**config.mk**
```make
export PLATFORM = sky130hd
export DESIGN_NAME = multi_digit_counter
export DESIGN_NICKNAME = d
export VERILOG_FILES = /design/src/rtl/timer_pkg.sv /design/src/rtl/digit_cell.sv /design/src/rtl/multi_digit_counter.sv
export SDC_FILE = /design/constraint.sdc
export NUM_CORES = 1
export LEC_CHECK = 0
export BUFFER_PORTS_ARGS = -buffer_cell sky130_fd_sc_hd__buf_2
export CORE_UTILIZATION = 52
export CTS_CLUSTER_SIZE = 12
export DETAILED_ROUTE_END_ITERATION = 10
export PLACE_DENSITY_LB_ADDON = 0.05
export SKIP_LAST_GASP = 1
export SLEW_MARGIN = 20
export SYNTH_ARGS = -nofsm -noshare
export SYNTH_HDL_FRONTEND = slang
export SYNTH_SLANG_ARGS = --single-unit
```
**constraint.sdc**
```tcl
create_clock -name i_clk -period 3.7 [get_ports i_clk]
set_input_delay 0.185 -clock i_clk [delete_from_list [all_inputs] [get_ports i_clk]]
set_output_delay 0.185 -clock i_clk [all_outputs]
set_load 0.02 [all_outputs]
```
**src/rtl/timer_pkg.sv**
```systemverilog
// Shared constants for cascaded digit counters: default geometry and the
// decimal / sexagesimal digit maxima used for clock-style counts.
package timer_pkg;

  localparam int unsigned DIGIT_W_DEF    = 4;
  localparam int unsigned NUM_DIGITS_DEF = 4;
  localparam int unsigned DEC_MAX        = 9;
  localparam int unsigned SEX_MAX        = 5;

endpackage

```
**src/rtl/digit_cell.sv**
```systemverilog
// One counter digit: steps up or down when enabled, wraps between 0 and its
// maximum, optionally presets to a clamped value, and reports at-max / at-zero.
module digit_cell
  import timer_pkg::*;
#(
  parameter int unsigned DIGIT_W = DIGIT_W_DEF
) (
  input  logic               clk,
  input  logic               rst_n,
  input  logic               step_en,
  input  logic               dir_up,
  input  logic               load,
  input  logic [DIGIT_W-1:0] max,
  input  logic [DIGIT_W-1:0] load_val,
  output logic [DIGIT_W-1:0] value,
  output logic [DIGIT_W-1:0] value_nxt_c,
  output logic               at_max_c,
  output logic               at_zero_c
);

  // A value left above a lowered maximum still counts as full for carries.
  assign at_max_c  = (value >= max);
  assign at_zero_c = (value == '0);

  always_comb begin
    value_nxt_c = value;
    if (load) begin
      value_nxt_c = (load_val > max) ? max : load_val;
    end else if (step_en) begin
      if (dir_up) begin
        value_nxt_c = at_max_c ? '0 : value + DIGIT_W'(1);
      end else begin
        value_nxt_c = at_zero_c ? max : value - DIGIT_W'(1);
      end
    end
  end

  always_ff @(posedge clk or negedge rst_n) begin
    if (!rst_n) begin
      value <= '0;
    end else begin
      value <= value_nxt_c;
    end
  end

endmodule

```
**src/rtl/multi_digit_counter.sv**
```systemverilog
// Cascaded up/down digit counter with per-digit maxima, wrap or saturate at
// the ends. Define MULTI_DIGIT_COUNTER_LOAD_EN to add a synchronous preset.
module multi_digit_counter
  import timer_pkg::*;
#(
  parameter int unsigned NUM_DIGITS = NUM_DIGITS_DEF,
  parameter int unsigned DIGIT_W    = DIGIT_W_DEF
) (
  input  logic                          i_clk,
  input  logic                          i_reset_n,
  input  logic                          i_cnt_up,
  input  logic                          i_cnt_dwn,
  input  logic                          i_wrap_en,
  input  logic [NUM_DIGITS*DIGIT_W-1:0] i_max_count,
`ifdef MULTI_DIGIT_COUNTER_LOAD_EN
  input  logic                          i_load,
  input  logic [NUM_DIGITS*DIGIT_W-1:0] i_load_val,
`endif
  output logic [NUM_DIGITS*DIGIT_W-1:0] o_digit_vals,
  output logic                          o_zero,
  output logic                          o_at_max,
  output logic                          o_wrap
);

  localparam int unsigned CNT_W = NUM_DIGITS * DIGIT_W;

  logic                  load;
  logic [CNT_W-1:0]      load_val;
  logic [NUM_DIGITS-1:0] at_max;
  logic [NUM_DIGITS-1:0] at_zero;
  logic [NUM_DIGITS-1:0] step_en;
  logic [CNT_W-1:0]      cnt_nxt;
  logic                  do_up;
  logic                  wrap_evt;
  logic                  zero_q;
  logic                  at_max_q;
  logic                  wrap_q;
  logic                  live_q;

`ifdef MULTI_DIGIT_COUNTER_LOAD_EN
  assign load     = i_load;
  assign load_val = i_load_val;
`else
  assign load     = 1'b0;
  assign load_val = '0;
`endif

  // Carry/borrow ripple: a digit steps only when every lower digit is full/empty.
  always_comb begin
    logic run_up;
    logic run_dn;
    logic do_dn;
    logic boundary;
    do_up    = i_cnt_up & ~i_cnt_dwn;
    do_dn    = i_cnt_dwn & ~i_cnt_up;
    run_up   = 1'b1;
    run_dn   = 1'b1;
    step_en  = '0;
    for (int k = 0; k < NUM_DIGITS; k++) begin
      step_en[k] = (do_up & run_up) | (do_dn & run_dn);
      run_up     = run_up & at_max[k];
      run_dn     = run_dn & at_zero[k];
    end
    boundary = (do_up & run_up) | (do_dn & run_dn);
    if (load || (boundary && !i_wrap_en)) begin
      step_en = '0;
    end
    wrap_evt = boundary & i_wrap_en & ~load;
  end

  for (genvar k = 0; k < NUM_DIGITS; k++) begin : g_digit
    digit_cell #(
      .DIGIT_W (DIGIT_W)
    ) u_digit (
      .clk         (i_clk),
      .rst_n       (i_reset_n),
      .step_en     (step_en[k]),
      .dir_up      (do_up),
      .load        (load),
      .max         (i_max_count[k*DIGIT_W +: DIGIT_W]),
      .load_val    (load_val[k*DIGIT_W +: DIGIT_W]),
      .value       (o_digit_vals[k*DIGIT_W +: DIGIT_W]),
      .value_nxt_c (cnt_nxt[k*DIGIT_W +: DIGIT_W]),
      .at_max_c    (at_max[k]),
      .at_zero_c   (at_zero[k])
    );
  end

  // Flags track the post-edge count so they move together with the digits.
  always_ff @(posedge i_clk or negedge i_reset_n) begin
    if (!i_reset_n) begin
      zero_q   <= 1'b1;
      at_max_q <= 1'b0;
      wrap_q   <= 1'b0;
      live_q   <= 1'b0;
    end else begin
      zero_q   <= (cnt_nxt == '0);
      at_max_q <= (cnt_nxt == i_max_count);
      wrap_q   <= wrap_evt;
      live_q   <= 1'b1;
    end
  end

  // Until the first edge after reset the count is all-zero, so at-max means all maxima are 0.
  assign o_zero   = zero_q;
  assign o_wrap   = wrap_q;
  assign o_at_max = live_q ? at_max_q : (i_max_count == '0);

endmodule
```
# --- Yosys cells after proc, flatten, opt, wreduce, memory -nomap -nowiden ---
# Index checks and enable logic that the tools add are counted.
# W data, S select, Z words.
classes:
  add_sub_neg: 8
  magnitude_cmp: 4
  eq_ne: 1
  mux: 18
  n_bitwise: 24
  reduce_logical: 8
op_table:
  columns: ["operator", "n"]
  rows:
  - ["$mux W4", 17]
  - ["$logic_not A16 Y1", 2]
  - ["$and A1 B1 Y1", 17]
  - ["$add A4 B1 Y4 const B", 4]
  - ["$eq A16 B16 Y1", 1]
  - ["$ge A4 B4 Y1", 4]
  - ["$logic_not A4 Y1", 4]
  - ["$sub A4 B1 Y4 const B", 4]
  - ["$or A1 B1 Y1", 5]
  - ["$not A1 Y1", 2]
  - ["$logic_and A1 B1 Y1", 1]
  - ["$logic_not A1 Y1", 1]
  - ["$mux W1", 1]
totals:
  reg_bits: 20
  inputBits: 21
  output_inout_bits: 19
  word_cells: 71

# --- Logic depth before layout (Yosys ltp) ---
depth:
  ltp_word: 10
  depth_mapped: 14
  depth_no_buf: 12

# --- Hierarchy ---
# A second synthesis with hierarchy kept.
hier_totals:
  hier_cells: 358
  area_unflattened_um2: 2987.9
modules_own_cells:
  columns: ["module", "n_inst", "cells_per_inst", "area_per_inst_um2", "seq_area_each_um2"]
  rows:
  - ["digit_cell", 4, 75, 625.6, 100.1]
  - ["multi_digit_counter", 1, 58, 485.5, 101.3]

# --- Worst setup path after synthesis ---
# No wires, ideal clock.
synth_path:
  path_kind: "register to register"
  from: "register g_digit[0].u_digit.value[0]"
  to: "register at_max_q"
  setup_ns: 0.096
  t_arrival_ns: 3.718
  required_ns: 3.604
  slack_ns: -0.114
  path_stages_with_launch: 14
  path_buffers: 2
  synth_period_minus_slack_ns: 3.814
  cell_sequence: "dfrtp_1 -> clkbuf_1 -> inv_1 -> ha_1 -> or4bb_1 -> or2_4 -> or4_1 -> buf_2 -> o211ai_2 -> mux2_2 -> xnor2_1 -> o21ai_0 -> or4_1 -> nor4_2"
synth_via:
  elab_chain_cells: 10
  elab_cells_between_ends: 32
  classes_between: "add/sub: 2; order compare: 1; eq/ne: 1; mux: 8; bitwise: 18; reduce/logical: 2"
synth_lines:
  columns: ["item", "line_no", "rtl"]
  rows:
  - ["start, declared", "digit_cell.sv:15", "output logic [DIGIT_W-1:0] value,"]
  - ["start signal, assigned", "digit_cell.sv:42", "value <= value_nxt_c;"]
  - ["$ge A4 B4 Y1 / $logic_not A4 Y1 (equally long branches)", "digit_cell.sv:22, digit_cell.sv:23", null]
  - ["$and A1 B1 Y1, on equally long branches (3 in series)", "multi_digit_counter.sv:61, multi_digit_counter.sv:62", null]
  - ["$and A1 B1 Y1", "multi_digit_counter.sv:64", "boundary = (do_up & run_up) | (do_dn & run_dn);"]
  - ["$or A1 B1 Y1", "multi_digit_counter.sv:64", null]
  - ["$logic_and A1 B1 Y1", "multi_digit_counter.sv:65", "if (load || (boundary && !i_wrap_en)) begin"]
  - ["$mux W4 (*)", "multi_digit_counter.sv:65", null]
  - ["$mux W4 (*)", "digit_cell.sv:29", "end else if (step_en) begin"]
  - ["named net cnt_nxt[5]", "multi_digit_counter.sv:32", "logic [CNT_W-1:0] cnt_nxt;"]
  - ["$eq A16 B16 Y1 (*)", "multi_digit_counter.sv:98", "at_max_q <= (cnt_nxt == i_max_count);"]
  - ["end signal, assigned", "multi_digit_counter.sv:98", null]
  - ["end, declared", "multi_digit_counter.sv:36", "logic at_max_q;"]
# The timed path passes the listed nets; every way through them passes the cells marked *.

# --- Worst setup path after layout ---
# Ends and elaborated chain as after synthesis.

==> results_dict.tcl <==
set metrics [dict create \
    n_fill_cell 436 \
    slew_headroom_pct 62.0 \
    slowest_stage "or4_4" \
    via_per_inst 6.32 \
    hold_path_class "in2reg" \
    numClockSinks 20 \
    setup_viol 0 \
    die_area_mm2 0.00516 \
    numCtsBuffers 3 \
    yosys-top-cells-count "inv_1, ha_1, nor2_1" \
    crit_path_end_kind "flop" \
    worst_pin_slew_ns 0.555 \
    irDropWorstVdd_v 0.000354 \
    start_util_pct 54.0 \
    dr_total_vias 2743 \
    grt_pass1_wl_um 12900 \
    post_drt_wl_per_cell_um 17.6 \
    num-nets-final 430 \
    crit_chain "inv_2 -> ha_2 -> or4bb_1 -> or2_4 -> or4_4 -> o211ai_2 -> mux2_4 -> xnor2_1 -> o21ai_0 -> or4_1 -> nor4_2" \
    std_cell_rows 25 \
    syn_to_final_growth_pct 16.4 \
    r2r_start "g_digit[0].u_digit.value[0]" \
    top_layer_used "met4" \
    grt_overflow 0 \
    detail-route-antenna-nets 0 \
    critical_path_class "reg2reg" \
    finalHoldViolCount 0 \
    h-tree-depth 1 \
    postCtsSetupBuffers 0 \
    period_share_pct 96.3 \
    synthTopCellsByArea "dfrtp_1, ha_1, inv_1" \
    path_clk_slew_ns 0.08 \
    grt_antenna_before_repair 0 \
    drc 0 \
    yosysTopAreaCellShare_pct 18.8 \
    min_path_cells 2 \
    rsz0062_at_grt "yes" \
    drive_above_1_share_pct 21.3 \
    path_buf_inv 1 \
    cp_num_cells 11 \
    grtUsageTotal_pct 31.6 \
    antenna_cells 0 \
    die_h_um 71.8 \
    required_ns 3.88 \
    worstSkewPairLatency_ns 0.27 \
    met1_length_um 3630 \
    maxClockFrequency_ghz 0.281 \
    start_kind "flop" \
    die_x_um 71.8 \
    seq_area_um2 503 \
    synth_edf_count 0 \
    fin_skew_ns 0.00126 \
    ios 40 \
    grt_pass1_vias 2619 \
    wl_met2_um 3510 \
    synth_top_area_cell "dfrtp_1" \
    cp.arrival_ns 3.74 \
    seq_area_frac_synth_pct 19.8 \
    syn_nets 377 \
    powerDensity_mw_per_mm2 713 \
    placed_area_mm2 0.00288 \
    timing.rr.end "at_max_q" \
    ys_ff_latch 20 \
    syn_area_per_cell_um2 7.72 \
    ys_warn_count 0 \
    synth_flop_cell "dfrtp_1" \
    p_leak_nw 1.39 \
    io_buffers 39 \
    grt_max_degree 21 \
    cts_tree "built" \
    whs_endpoint "o_wrap" \
    cts_buffer_depth 2 \
    multi_input_area_mm2 0.00184 \
    syn_inst 328 \
    timing.hold.ws_ns 0.311 \
    critPathTopFamily "simple AND/OR/NAND/NOR gates" \
    final_area_mm2 0.00295 \
    drt-initial-drc-count 205 \
    p_total_mw 2.11 \
    netlist_area_mm2 0.00253 \
    wl_um 7640 \
    met3_length_um 389 \
    dp_hpwl_um 6010 \
    drt_pre_antenna_iters 5 \
    cts_root_buf "clkbuf_8" \
    yosysUniqueCellTypes 58 \
    min_period_ns 3.56 \
    reg2reg_depth 11 \
    cp_slowest_stage_delay_ns 0.57 \
    outcome "finished clean" \
    ys_async_sr_fraction_pct 100 \
    yosysMostFrequentCell "inv_1" \
    fin_util_pct 62.9 \
    r2r_slack_ns 0.14 \
    core-area_mm2 0.00469 \
    holdCritStartpoint "i_wrap_en" \
    crit_fanout 6 \
    maxCapViolCount 0 \
    drv_slew 0 \
    gp_congestion 0.949 \
]
[how the worst max path moves through the flow]
stage,start,to
after floorplan,g_digit[1].u_digit.value[0],at_max_q
after global placement,g_digit[0].u_digit.value[0],at_max_q
after detailed placement,g_digit[0].u_digit.value[0],at_max_q
after CTS,g_digit[0].u_digit.value[0],at_max_q
after global routing,g_digit[0].u_digit.value[0],at_max_q
final,g_digit[0].u_digit.value[0],at_max_q
[state kept, by name (all words and copies together), names as in the netlist]
name and count:
live_q 1, at_max_q 1, o_wrap 1, o_zero 1, g_digit.u_digit.value 16
[logic make-up after synthesis]
kind of cell	count (synthesis)	share of synthesized area (%)
AO/OA/AOI/OAI	115	31.7
AND/OR/NAND/NOR	99	20.0
buffers and inverters	48	8.35
adder cells (fa/ha/maj)	28	13.8
flip-flops	20	19.8
XOR/XNOR	11	3.80
multiplexers	6	2.47
other	1	0.148
[final cells by class]
| type | count | area share [%] |
|---|---|---|
| Inverter | 36 | 4.58 |
| Sequential cell | 20 | 17.0 |
| Tap cell | 54 | 2.29 |
| Multi-Input combinational cell | 260 | 62.5 |
| Timing Repair Buffer | 60 | 12.0 |
| Clock buffer | 4 | 1.53 |
[cells in the final DEF (no fill, tap or decap), drive strengths merged, types with 3 or more instances in the layout]
master,n
nand4,4
xnor2,11
dfrtp,19
clkbuf,4
o211ai,7
o32ai,5
a22o,3
a211oi,3
or3,4
nand2,23
a22oi,3
mux2i,4
a21o,4
nor4,9
ha,28
o31ai,5
nor3,10
nor2,24
buf,59
o21ai,28
o21a,6
o21bai,3
inv,36
and3,3
nand2b,4
a21oi,23
o31a,3
nand3,9
a211o,4
[where the power goes]
group / switching (mW) / internal (mW) / total (mW) / leakage [nW]
Clock: 0.0845 / 0.0771 / 0.162 / 0.0228
Combinational: 0.917 / 0.637 / 1.55 / 1.12
Sequential: 0.0949 / 0.294 / 0.389 / 0.246
Total: 1.10 / 1.01 / 2.11 / 1.39
[repair_timing]
item | in CTS | in global routing
hold buffers | 1 | 0
gates resized for setup | 0 | 4
hold endpoints to repair | 19 | 0
setup endpoints to repair | 0 | 2
[per-layer routing]
metal / up-vias / track usage (%)
li1: 1326 / -
met1: 1306 / 44.4
met2: 99 / 51.3
met3: 12 / 3.52
met4: 0 / 9.37
met5: - / 0
[per-stage QoR]
stage,setup TNS [ns],cells,worst slack (ns)
floorplan,0,328,0.0227
global placement,0,429,0.150
detailed placement,0,429,0.0910
CTS,0,434,0.0544
global route,-0.0298,434,-0.0298
finish,0,434,0.137
(Power assumes the default switching activity.)
